$ cat src/rtl/tl_a_arbiter2.sv
// Two-requester TileLink A-channel arbiter with D-channel return routing.
//
// Requesters 0 and 1 share one 64-bit downstream A channel. Grant is round-robin,
// is locked for every beat of a multi-beat data burst, and is held while a beat
// that is already presented is stalled. The requester index is carried
// downstream as the MSB of out_a_source. D responses are steered back by that
// same bit.
//
// Ports:
//   clock, reset             single clock, synchronous active-high reset
//   rN_a_*                   requester A channels (N = 0, 1)
//   out_a_*                  downstream A channel (source widened by one bit)
//   out_d_*                  downstream D channel
//   rN_d_*                   requester D channels (fields broadcast, valid steered)
module tl_a_arbiter2 #(
  parameter int unsigned BEAT_BYTES = 8,
  parameter int unsigned MAX_SIZE   = 6
) (
  input  logic        clock,
  input  logic        reset,
  // Requester 0 A
  input  logic        r0_a_valid,
  output logic        r0_a_ready,
  input  logic [2:0]  r0_a_opcode,
  input  logic [2:0]  r0_a_param,
  input  logic [3:0]  r0_a_size,
  input  logic [3:0]  r0_a_source,
  input  logic [31:0] r0_a_address,
  input  logic [7:0]  r0_a_mask,
  input  logic [63:0] r0_a_data,
  input  logic        r0_a_corrupt,
  // Requester 1 A
  input  logic        r1_a_valid,
  output logic        r1_a_ready,
  input  logic [2:0]  r1_a_opcode,
  input  logic [2:0]  r1_a_param,
  input  logic [3:0]  r1_a_size,
  input  logic [3:0]  r1_a_source,
  input  logic [31:0] r1_a_address,
  input  logic [7:0]  r1_a_mask,
  input  logic [63:0] r1_a_data,
  input  logic        r1_a_corrupt,
  // Downstream A
  output logic        out_a_valid,
  input  logic        out_a_ready,
  output logic [2:0]  out_a_opcode,
  output logic [2:0]  out_a_param,
  output logic [3:0]  out_a_size,
  output logic [4:0]  out_a_source,
  output logic [31:0] out_a_address,
  output logic [7:0]  out_a_mask,
  output logic [63:0] out_a_data,
  output logic        out_a_corrupt,
  // Downstream D
  input  logic        out_d_valid,
  output logic        out_d_ready,
  input  logic [2:0]  out_d_opcode,
  input  logic [1:0]  out_d_param,
  input  logic [3:0]  out_d_size,
  input  logic [4:0]  out_d_source,
  input  logic [63:0] out_d_data,
  input  logic        out_d_denied,
  input  logic        out_d_corrupt,
  // Requester 0 D
  output logic        r0_d_valid,
  input  logic        r0_d_ready,
  output logic [2:0]  r0_d_opcode,
  output logic [1:0]  r0_d_param,
  output logic [3:0]  r0_d_size,
  output logic [3:0]  r0_d_source,
  output logic [63:0] r0_d_data,
  output logic        r0_d_denied,
  output logic        r0_d_corrupt,
  // Requester 1 D
  output logic        r1_d_valid,
  input  logic        r1_d_ready,
  output logic [2:0]  r1_d_opcode,
  output logic [1:0]  r1_d_param,
  output logic [3:0]  r1_d_size,
  output logic [3:0]  r1_d_source,
  output logic [63:0] r1_d_data,
  output logic        r1_d_denied,
  output logic        r1_d_corrupt
);

  logic       last_q;
  logic       locked_q;
  logic       lock_id_q;
  logic [2:0] beats_left_q;
  logic       hold_q;

  logic       grant;
  logic       fire;
  logic [2:0] beats_m1;

  // Grant selection: frozen while a burst is in flight or a stalled beat is shown.
  always_comb begin
    grant = last_q;
    if (locked_q || hold_q) begin
      grant = lock_id_q;
    end else if (r0_a_valid && r1_a_valid) begin
      grant = ~last_q;
    end else if (r0_a_valid) begin
      grant = 1'b0;
    end else if (r1_a_valid) begin
      grant = 1'b1;
    end
  end

  assign out_a_valid   = grant ? r1_a_valid   : r0_a_valid;
  assign out_a_opcode  = grant ? r1_a_opcode  : r0_a_opcode;
  assign out_a_param   = grant ? r1_a_param   : r0_a_param;
  assign out_a_size    = grant ? r1_a_size    : r0_a_size;
  assign out_a_source  = {grant, grant ? r1_a_source : r0_a_source};
  assign out_a_address = grant ? r1_a_address : r0_a_address;
  assign out_a_mask    = grant ? r1_a_mask    : r0_a_mask;
  assign out_a_data    = grant ? r1_a_data    : r0_a_data;
  assign out_a_corrupt = grant ? r1_a_corrupt : r0_a_corrupt;

  assign r0_a_ready = ~grant & out_a_ready;
  assign r1_a_ready = grant & out_a_ready;

  assign fire = out_a_valid & out_a_ready;

  // Beats remaining after the first one. Only data opcodes (0..3, i.e. bit 2
  // clear) above one beat's worth of size carry more than one beat. Sizes beyond
  // MAX_SIZE are illegal and simply map to the largest burst.
  always_comb begin
    beats_m1 = 3'd0;
    if (!out_a_opcode[2]) begin
      unique case (out_a_size)
        4'd0, 4'd1, 4'd2, 4'd3: beats_m1 = 3'd0;
        4'd4:                   beats_m1 = 3'd1;
        4'd5:                   beats_m1 = 3'd3;
        default:                beats_m1 = 3'd7;
      endcase
    end
  end

  always_ff @(posedge clock) begin
    if (reset) begin
      last_q       <= 1'b1;
      locked_q     <= 1'b0;
      lock_id_q    <= 1'b0;
      beats_left_q <= 3'd0;
      hold_q       <= 1'b0;
    end else if (fire) begin
      hold_q <= 1'b0;
      if (locked_q) begin
        beats_left_q <= beats_left_q - 3'd1;
        if (beats_left_q == 3'd1) begin
          locked_q <= 1'b0;
          last_q   <= grant;
        end
      end else if (beats_m1 != 3'd0) begin
        locked_q     <= 1'b1;
        lock_id_q    <= grant;
        beats_left_q <= beats_m1;
      end else begin
        last_q <= grant;
      end
    end else if (out_a_valid && !locked_q) begin
      // Presented but stalled: pin the grant until this beat is accepted.
      hold_q    <= 1'b1;
      lock_id_q <= grant;
    end
  end

  // D routing is purely combinational on the source MSB.
  logic d_sel;
  assign d_sel = out_d_source[4];

  assign r0_d_valid  = out_d_valid & ~d_sel;
  assign r1_d_valid  = out_d_valid & d_sel;
  assign out_d_ready = d_sel ? r1_d_ready : r0_d_ready;

  assign r0_d_opcode  = out_d_opcode;
  assign r0_d_param   = out_d_param;
  assign r0_d_size    = out_d_size;
  assign r0_d_source  = out_d_source[3:0];
  assign r0_d_data    = out_d_data;
  assign r0_d_denied  = out_d_denied;
  assign r0_d_corrupt = out_d_corrupt;
  assign r1_d_opcode  = out_d_opcode;
  assign r1_d_param   = out_d_param;
  assign r1_d_size    = out_d_size;
  assign r1_d_source  = out_d_source[3:0];
  assign r1_d_data    = out_d_data;
  assign r1_d_denied  = out_d_denied;
  assign r1_d_corrupt = out_d_corrupt;

endmodule

$ cat config.mk
export PLATFORM = sky130hd
export DESIGN_NAME = tl_a_arbiter2
export DESIGN_NICKNAME = d
export VERILOG_FILES = /design/src/rtl/tl_a_arbiter2.sv
export SDC_FILE = /design/constraint.sdc
export NUM_CORES = 1
export LEC_CHECK = 0
export ABC_AREA = 0
export BUFFER_PORTS_ARGS = -buffer_cell sky130_fd_sc_hd__buf_2
export CORE_AREA = 5 5 232 234
export DETAILED_ROUTE_END_ITERATION = 8
export DIE_AREA = 0 0 237 239
export PLACE_DENSITY_LB_ADDON = 0.12
export SYNTH_ARGS = -nofsm -noshare
export SYNTH_HDL_FRONTEND = slang
export SYNTH_SLANG_ARGS = --single-unit
$ cat constraint.sdc
create_clock -name clock -period 3.9 [get_ports clock]
set_input_delay 0.585 -clock clock [delete_from_list [all_inputs] [get_ports clock]]
set_output_delay 0.585 -clock clock [all_outputs]
set_load 0.02 [all_outputs]
==> flow_metrics.env, run 1 <==
export IMPL_drive_gt1_share_pct=88.79
export IMPL_synth_area_leader_cell="mux2_2"
export IMPL_power_leakage_nw=2.189
export IMPL_ctsRootBufferMaster="clkbuf_16"
export IMPL_clock_path_buffers=2
export IMPL_grt_pass1_wl_mm=21.28
export IMPL_start_util_pct=6.102
export IMPL_io_pins=610
export IMPL_worstPathCellList="or2_1, o31a_2, buf_12, mux2_2, buf_2"
export IMPL_cts_tree="built"
export IMPL_crit_family="flip-flops"
export IMPL_fp_dieH_um=239
export IMPL_grt_max_degree=78
export IMPL_final_setup_viol_count=0
export IMPL_clock_latency_ns=0.23
export IMPL_hold_class="flip-flop to flip-flop"
export IMPL_crit_fanout=77
export IMPL_worstMarginPinSlew_ns=0.5687
export IMPL_crit_path_top_delay_cell="dfxtp_1"
export IMPL_worstSetupPathType="flip-flop to primary output"
export IMPL_cts_setup_buffers=0
export IMPL_endpoint_kind="primary output"
export IMPL_port_buffers=372
export IMPL_yosys_top_cells_area="mux2_2, buf_4, dfxtp_1"
export IMPL_post_route_drc_count=0
export IMPL_swShare_pct=48.03
export IMPL_p_switching_w=0.0006872
export IMPL_p_comb_share_pct=81.3
export IMPL_worstRegToRegCells=6
export IMPL_cts_sinks=7
export IMPL_status="completed"
export IMPL_ctsResizeCount=0
export IMPL_maxCapViolations=0
export IMPL_slowest_delay_ns=0.60
export IMPL_syn_instance_count=358
export IMPL_hold_ws_ns=0.5269
export IMPL_viasPerCell=2.576
export IMPL_yosys_area_top_type_share_pct=42.74
export IMPL_pwr_share_seq_pct=6.3
export IMPL_synth_seq_area_share_pct=4.432
export IMPL_place_gp_congestion=0.7557
export IMPL_area_delta_synth_final_pct=48.91
export IMPL_async_reset_ff_share_pct=0
export IMPL_via_count=3222
export IMPL_synth_edf_count=0
export IMPL_cp_num_buf_inv=2
export IMPL_min_path_cells=1
export IMPL_max_freq_mhz=350.3
export IMPL_drt_wl_total_mm=15.60
export IMPL_routedWlPerCell_um=12.47
export IMPL_netlist_area_mm2=0.003162
export IMPL_h_tree_depth=1
export IMPL_dpl_hpwl_mm=14.11
export IMPL_cp_required_ns=3.31
export IMPL_drt_first_pass_iters=3
export IMPL_clk_pin_slew_ns=0.04
export IMPL_num_rows=84
export IMPL_grt_pass1_vias=3546
export IMPL_power_density_mw_per_mm2=303.9
export IMPL_ys_warn_count=0
export IMPL_start_kind="flip-flop"
export IMPL_grt_remaining_overflow=0
export IMPL_antenna_left=0
export IMPL_worstPathArrival_ns=2.27
export IMPL_syn_mean_instance_area_um2=8.832
export IMPL_finalCritPeriodShare_pct=73.20
export IMPL_cts_hold_buffers=0
export IMPL_antenna_found_initial=3
export IMPL_dieWidth_um=237
export IMPL_ir_drop_mv=0.1258
export IMPL_pwr_share_clk_pct=12.3
export IMPL_slew_violations=0
export IMPL_yosys_most_used_dff="dfxtp_1"
export IMPL_cts_made_buffers=3
export IMPL_clock_skew_ns=0.001875
export IMPL_dp_slack_ns=1.286
export IMPL_rsz0062_at_grt="no"
export IMPL_synthesis_nets=686
export IMPL_p_int_w=0.0007435
export IMPL_slew_headroom_pct=62.01
export IMPL_synth_seq_cells=7
export IMPL_nets=891
export IMPL_core_area_mm2=0.05181
export IMPL_hold_violations=0
export IMPL_drt_initial_drc_count=17
export IMPL_grt_use_total_pct=4.941
export IMPL_min_period_ns=2.855
export IMPL_path_depth=5
export IMPL_synth_distinct_cells=35
export IMPL_setup_ws_ns=1.045
export IMPL_die_area_mm2=0.05664
export IMPL_fin_setup_tns_ns=0
## routing by layer
| metal | track usage (%) | share of wire (%) |
|---|---|---|
| met3 | 3.380 | 18 |
| met2 | 9.248 | 49 |
| met5 | 0 | 0 |
| met1 | 4.096 | 29 |
| met4 | 1.784 | 4.0 |
## cells in the final DEF (no fill, tap or decap), drive strengths merged, types with 3 or more instances in the layout
| master | synthesis | routed |
|---|---|---|
| nor3 | 3 | 3 |
| mux2 | 120 | 120 |
| clkbuf | 1 | 4 |
| o21a | 3 | 3 |
| nor2 | 5 | 5 |
| mux2i | 3 | 3 |
| buf | 173 | 374 |
| dfxtp | 7 | 7 |
| inv | 3 | 3 |
| nor2b | 5 | 5 |
| o21bai | 3 | 3 |
| nand2 | 4 | 4 |
## state kept, by name (all words and copies together), names as in the netlist
signal / flops
lock_id_q: 1
hold_q: 1
locked_q: 1
beats_left_q: 3
last_q: 1
## synthesized netlist by cell type, drive strengths merged, types with 2 or more instances
| master | number |
|---|---|
| a211o | 2 |
| a21oi | 2 |
| a31oi | 2 |
| and2 | 2 |
| buf | 173 |
| dfxtp | 7 |
| ha | 2 |
| inv | 3 |
| mux2 | 120 |
| mux2i | 3 |
| nand2 | 4 |
| nand3 | 2 |
| nor2 | 5 |
| nor2b | 5 |
| nor3 | 3 |
| o21a | 3 |
| o21ai | 2 |
| o21bai | 3 |
| or2 | 2 |
## logic make-up (layout without fill, tap and decap cells)
kind of cell             Yosys count  after routing  synth area share [%]
AND/OR/NAND/NOR                   28             28                 4.749
buffers and inverters            177            381                 41.43
XOR/XNOR                           1              1                0.2771
adder cells (fa/ha/maj)            2              2                0.7913
AO/OA/AOI/OAI                     20             20                 4.630
other                              0              1                     0
flip-flops                         7              7                 4.432
multiplexers                     123            123                 43.69
## cell type report
class | count | area, um^2
diodes | 1 | 2.502
clock buffers | 4 | 78.83
fillers | 6061 | 47110
inverters | 3 | 11.26
multi-input cells | 174 | 1713
flip-flops and latches | 7 | 140.1
well taps | 688 | 860.8
repair buffers | 374 | 1902
## worst reg2reg max path, cell delays in order (launching register included)
cell      delay [ns]
dfxtp_1         0.44
or2_1           0.32
o31a_2          0.41
buf_12          0.19
or4_1           0.52
a211o_1         0.30
o2111a_1        0.14
## power groups by stage
stage          logic, W  clock network (W)  registers, W
4_1_cts         0.00119           0.000183     0.0000911
3_5_place_dp    0.00119                  0     0.0000921
2_1_floorplan   0.00102                  0     0.0000870
5_1_grt         0.00125           0.000189     0.0000929
6_report        0.00116           0.000176     0.0000907
3_3_place_gp    0.00121                  0     0.0000929
## stage by stage
step	instances	area, um^2	utilization, %	total power [W]
2_1_floorplan	358	3162	-	0.001111
3_3_place_gp	1246	4627	8.930	0.001306
3_5_place_dp	1246	4627	8.930	0.001281
4_1_cts	1250	4706	9.082	0.001467
5_1_grt	1250	4706	9.082	0.001534
6_report	1251	4708	9.087	0.001431
## final timing paths
| kind | slack (ns) | start | to |
|---|---|---|---|
| hold / removal | 0.53 | beats_left_q[0] | beats_left_q[0] |
| hold reg to reg | 0.53 | beats_left_q[0] | beats_left_q[0] |
| setup / recovery | 1.05 | locked_q | out_a_data[13] |
| setup reg to reg | 1.48 | locked_q | beats_left_q[2] |
(Power assumes the default switching activity.)
==> run 2: changes to the inputs <==
Settings changed: ABC_AREA 0 to 1, CORE_AREA 5 5 232 234 to 5 5 237 239, DIE_AREA 0 0 237 239 to 0 0 242 244.
Clock period 3.9 ns to 2.9 ns, I/O delays scaled along.
==> flow_metrics.env, run 2 <==
export IMPL_grt_use_total_pct=5.645
export IMPL_seq_area_um2=140.1
export IMPL_antenna_found_initial=0
export IMPL_antenna_cells=0
export IMPL_cts_setup_buffers=0
export IMPL_hold_violations=0
export IMPL_viasPerCell=2.728
export IMPL_via_count=4166
export IMPL_core_area_mm2=0.05360
export IMPL_worstHoldStart="beats_left_q[0]"
export IMPL_clock_path_buffers=2
export IMPL_syn_instance_count=636
export IMPL_synth_most_common_cell="nand2_1"
export IMPL_dieWidth_um=242
export IMPL_grt_remaining_overflow=0
export IMPL_antenna_left=0
export IMPL_final_common_cell="buf_2"
export IMPL_cp_required_ns=2.47
export IMPL_use_met1_pct=4.672
export IMPL_post_route_drc_count=0
export IMPL_slew_violations=0
export IMPL_yosys_most_used_dff="dfxtp_1"
export IMPL_hold_class="flip-flop to flip-flop"
export IMPL_top_register="beats_left_q"
export IMPL_num_rows=85
export IMPL_clk_pin_slew_ns=0.04
export IMPL_largest_reg_flops=3
export IMPL_power_density_mw_per_mm2=851.1
export IMPL_cts_tree="built"
export IMPL_worstPathCellList="nor2_4, nand3_2, nand2_4, buf_12, nand2_1, o21ai_2, inv_1, buf_2"
export IMPL_worstPathArrival_ns=1.82
export IMPL_status="completed"
export IMPL_dpl_hpwl_mm=16.39
export IMPL_finalCritPeriodShare_pct=77.59
export IMPL_clock_latency_ns=0.23
export IMPL_slew_headroom_pct=76.95
export IMPL_cp_num_buf_inv=3
export IMPL_crit_fanout=60
export IMPL_slowest_delay_ns=0.37
export IMPL_nFillCells=6455
export IMPL_crit_path_top_delay_cell="dfxtp_1"
export IMPL_drt_first_pass_iters=5
export IMPL_async_reset_ff_share_pct=0
export IMPL_whs_endpoint="beats_left_q[0]"
export IMPL_synth_area_leader_cell="nand2_1"
export IMPL_synth_edf_count=0
export IMPL_fp_dieH_um=244
export IMPL_power_leakage_nw=2.967
export IMPL_h_tree_depth=1
export IMPL_drive_gt1_share_pct=47.53
export IMPL_clock_skew_ns=0.001012
export IMPL_ctsRootBufferMaster="clkbuf_16"
export IMPL_endpoint_kind="primary output"
export IMPL_place_gp_congestion=0.7260
export IMPL_area_delta_synth_final_pct=47.08
export IMPL_worstSetupPathType="flip-flop to primary output"
export IMPL_multi_input_area_mm2=0.001692
export IMPL_ff2ff_setup_slack_ns=1.03
export IMPL_synth_seq_cells=7
export IMPL_grt_pass1_vias=4320
export IMPL_min_period_ns=2.250
export IMPL_power_w=0.004105
export IMPL_synthTopCellsByCount="nand2_1, buf_4, inv_1"
export IMPL_fin_setup_tns_ns=0
export IMPL_r2r_start="locked_q"
export IMPL_cts_made_buffers=3
export IMPL_grt_pass1_wl_mm=26.28
export IMPL_synth_seq_area_share_pct=4.273
export IMPL_routedWlPerCell_um=12.26
export IMPL_worstMarginPinSlew_ns=0.3458
export IMPL_grt_busiest_layer="met2"
export IMPL_rsz0062_at_grt="no"
export IMPL_synth_distinct_cells=21
export IMPL_die_area_mm2=0.05905
export IMPL_netlist_area_mm2=0.003279
export IMPL_ys_warn_count=0
export IMPL_max_freq_mhz=444.4
export IMPL_port_buffers=372
export IMPL_start_util_pct=6.118
export IMPL_ctsResizeCount=0
export IMPL_setup_ws_ns=0.6498
export IMPL_ir_drop_mv=0.4375
export IMPL_use_met2_pct=11.43
export IMPL_yosys_top_cells_area="nand2_1, buf_4, dfxtp_1"
export IMPL_crit_family="simple AND/OR/NAND/NOR gates"
export IMPL_met3_usage_pct=2.839
export IMPL_min_path_cells=2
export IMPL_yosys_area_top_type_share_pct=42.46
export IMPL_syn_mean_instance_area_um2=5.156
export IMPL_layout_common_cells="buf_2, nand2_1, inv_1"
export IMPL_timing_rr_end="beats_left_q[1]"
export IMPL_maxCapViolations=0
export IMPL_drt_wl_total_mm=18.72
export IMPL_start_kind="flip-flop"
export IMPL_drt_initial_drc_count=76
export IMPL_io_pins=610
export IMPL_final_setup_viol_count=0
export IMPL_cts_sinks=7
export IMPL_cts_hold_buffers=0
export IMPL_nets=1160
export IMPL_dp_slack_ns=0.7681
export IMPL_synthesis_nets=964
export IMPL_worstRegToRegCells=13
export IMPL_grt_max_degree=62
==> run 2: changes by cell type after synthesis, sizes merged, moves of 8 or more <==
cell,change
nand3,+10
buf,+11
nand2,+376
inv,+23
nor2,+8
mux2,-119
==> run 2: area by class of cell <==
class	instances	area share, %
inverters	26	2.075
well taps	696	18.05
clock buffers	4	1.634
multi-input cells	418	35.07
repair buffers	376	40.26
flip-flops and latches	7	2.905
==> run 2: kinds of logic (layout without fill, tap and decap cells) <==
kind of cell / after synthesis / in the layout / synth area share [%]
simple gates: 406 / 406 / 48.76
compound gates: 9 / 9 / 1.564
flops: 7 / 7 / 4.273
mux: 1 / 1 / 0.3434
buf+inv: 211 / 406 / 44.30
fa+ha+maj: 2 / 2 / 0.7629
==> run 2: worst min-delay path, cell delays in order, from the launching register on <==
cell     delay [ns]
dfxtp_1        0.31
inv_1          0.07
a21oi_1        0.06
==> run 2: how the worst max path moves through the flow <==
stage | cells past startpoint | startpoint | to | slack, ns
3_3_place_gp | 10 | r1_a_valid | out_a_valid | 0.73
4_1_cts | 8 | locked_q | out_a_valid | 0.58
5_1_grt | 8 | locked_q | out_a_valid | 0.47
6_report | 8 | locked_q | out_a_valid | 0.65
3_5_place_dp | 9 | r0_a_valid | out_a_valid | 0.77
2_1_floorplan | 8 | locked_q | out_a_data[25] | 1.13
==> run 2: power breakdown <==
| part | leakage [nW] | switching (W) | internal (W) |
|---|---|---|---|
| clock network | 0.0382 | 0.0000544 | 0.000183 |
| registers | 0.0577 | 0.0000293 | 0.000125 |
| logic | 2.87 | 0.00257 | 0.00114 |
| total | 2.97 | 0.00265 | 0.00145 |
==> run 2: per-stage QoR <==
stage | cell area [um^2] | std cells | utilization [%] | hold WS, ns
floorplan | 3279 | 636 | - | 0.4683
global placement | 4745 | 1523 | 8.852 | 0.5031
detailed placement | 4745 | 1523 | 8.852 | 0.4961
CTS | 4823 | 1527 | 8.999 | 0.5008
global route | 4823 | 1527 | 8.999 | 0.5372
finish | 4823 | 1527 | 8.999 | 0.4964
==> run 2: per-layer routing <==
metal  wire length, um  vias to the layer above  share of wire, %
met1              5644                     1676                30
met5                 0                        -                 0
li1                  -                     2117                 -
met4               670                        0               3.6
met3              2273                       40                12
met2             10130                      333                54
==> run 3: changes to the inputs <==
Clock period 2.9 ns to 2.25 ns, I/O delays scaled along.
==> flow_metrics.env, run 3 (synthesis results as in run 2) <==
export IMPL_finalCritPeriodShare_pct=94.38
export IMPL_hold_class="input pin to flip-flop"
export IMPL_power_w=0.005725
export IMPL_maxCapViolations=0
export IMPL_grt_pass1_wl_mm=26.97
export IMPL_layout_common_cells="buf_2, nand2_1, inv_1"
export IMPL_grt_pass1_vias=4387
export IMPL_dp_slack_ns=0.2966
export IMPL_final_setup_viol_count=0
export IMPL_final_common_cell="buf_2"
export IMPL_io_pins=610
export IMPL_cts_tree="built"
export IMPL_place_gp_congestion=0.7187
export IMPL_p_comb_share_pct=91.2
export IMPL_clk_pin_slew_ns=0.04
export IMPL_routedWlPerCell_um=12.82
export IMPL_swShare_pct=62.08
export IMPL_post_route_drc_count=0
export IMPL_worstMarginPinSlew_ns=0.3060
export IMPL_p_int_w=0.002171
export IMPL_antenna_found_initial=2
export IMPL_power_leakage_nw=3.067
export IMPL_clock_skew_ns=0.002224
export IMPL_grt_use_total_pct=5.762
export IMPL_clock_path_buffers=2
export IMPL_num_rows=85
export IMPL_ctsRootBufferMaster="clkbuf_16"
export IMPL_crit_fanout=28
export IMPL_drt_wl_total_mm=19.79
export IMPL_status="completed"
export IMPL_antenna_left=0
export IMPL_port_buffers=372
export IMPL_cts_sinks=7
export IMPL_viasPerCell=2.750
export IMPL_fin_util_pct=9.374
export IMPL_via_count=4243
export IMPL_top_register="beats_left_q"
export IMPL_largest_reg_flops=3
export IMPL_place_area_mm2=0.004840
export IMPL_min_period_ns=2.124
export IMPL_cp_required_ns=1.91
export IMPL_worstPathArrival_ns=1.79
export IMPL_setup_ws_ns=0.1265
export IMPL_h_tree_depth=1
export IMPL_pwr_share_clk_pct=5.3
export IMPL_drive_gt1_share_pct=48.40
export IMPL_clock_latency_ns=0.23
export IMPL_drt_initial_drc_count=134
export IMPL_ir_drop_mv=0.3431
export IMPL_start_kind="flip-flop"
export IMPL_endpoint_kind="primary output"
export IMPL_grt_remaining_overflow=0
export IMPL_dpl_hpwl_mm=16.91
export IMPL_core_area_mm2=0.05360
export IMPL_dp_cells=1534
export IMPL_cts_made_buffers=3
export IMPL_start_util_pct=6.118
export IMPL_dieWidth_um=242
export IMPL_slew_violations=0
export IMPL_drt_first_pass_iters=4
export IMPL_pwr_share_seq_pct=3.5
export IMPL_fp_dieH_um=244
export IMPL_max_freq_mhz=470.9
export IMPL_hold_violations=0
export IMPL_grt_max_degree=57
export IMPL_p_switching_w=0.003554
export IMPL_die_area_mm2=0.05905
export IMPL_worstSetupPathType="flip-flop to primary output"
export IMPL_final_area_mm2=0.005025
export IMPL_cts_hold_buffers=0
export IMPL_area_delta_synth_final_pct=53.22
export IMPL_slew_headroom_pct=79.60
export IMPL_fin_cells=1543
export IMPL_nets=1174
export IMPL_power_density_mw_per_mm2=1139
==> run 3: worst max-delay path: stages (launching register included) <==
cell and delay (ns):
dfxtp_1 0.38, nor2_4 0.18, nand3_2 0.17, nand2_8 0.16, buf_12 0.14, clkbuf_16 0.21
nand2_1 0.07, nand2_1 0.06, buf_2 0.17
==> run 3: metrics by stage <==
stage	hold slack [ns]	setup TNS (ns)
after floorplan	0.4683	0
after global placement	0.5177	0
after detailed placement	0.4966	0
after CTS	0.4706	0
after global routing	0.4822	-0.003004
final	0.4559	0
==> run 3: final cells by class <==
| cell class | count | area (um^2) |
|---|---|---|
| Fill cell | 6467 | 48580 |
| Timing Repair Buffer | 390 | 2122 |
| Multi-Input combinational cell | 418 | 1708 |
| Tap cell | 696 | 870.8 |
| Sequential cell | 7 | 140.1 |
| Inverter | 26 | 100.1 |
| Clock buffer | 4 | 78.83 |
| Antenna cell | 2 | 5.005 |
==> run 3: power groups by stage <==
stage	logic (W)	registers (W)	clock network, W
after floorplan	0.00356	0.000191	0
after global placement	0.00519	0.000201	0
after detailed placement	0.00509	0.000202	0
after CTS	0.00510	0.000201	0.000311
after global routing	0.00578	0.000207	0.000319
final	0.00522	0.000199	0.000305
==> run 3: per-layer routing <==
metal | global-route usage (%) | vias up | routed length (um)
met2 | 11.70 | 340 | 10850
met4 | 1.678 | 0 | 609
met3 | 2.806 | 43 | 2351
li1 | - | 2148 | -
met1 | 4.904 | 1712 | 5973
met5 | 0 | - | 0
==> run 3: path summary, 6_finish.rpt <==
path | startpoint | to | slack, ns | depth (start not counted)
worst min-delay path | reset | last_q | 0.46 | 3
worst min register to register | beats_left_q[0] | beats_left_q[0] | 0.50 | 2
worst max register to register | locked_q | beats_left_q[1] | 0.44 | 13
worst max-delay path | locked_q | out_a_address[3] | 0.13 | 8
==> run 3: repair_timing <==
item / in CTS / in global routing
endpoints found under the setup margin: 0 / 2
resized for setup: 0 / 4
setup buffers: 0 / 1
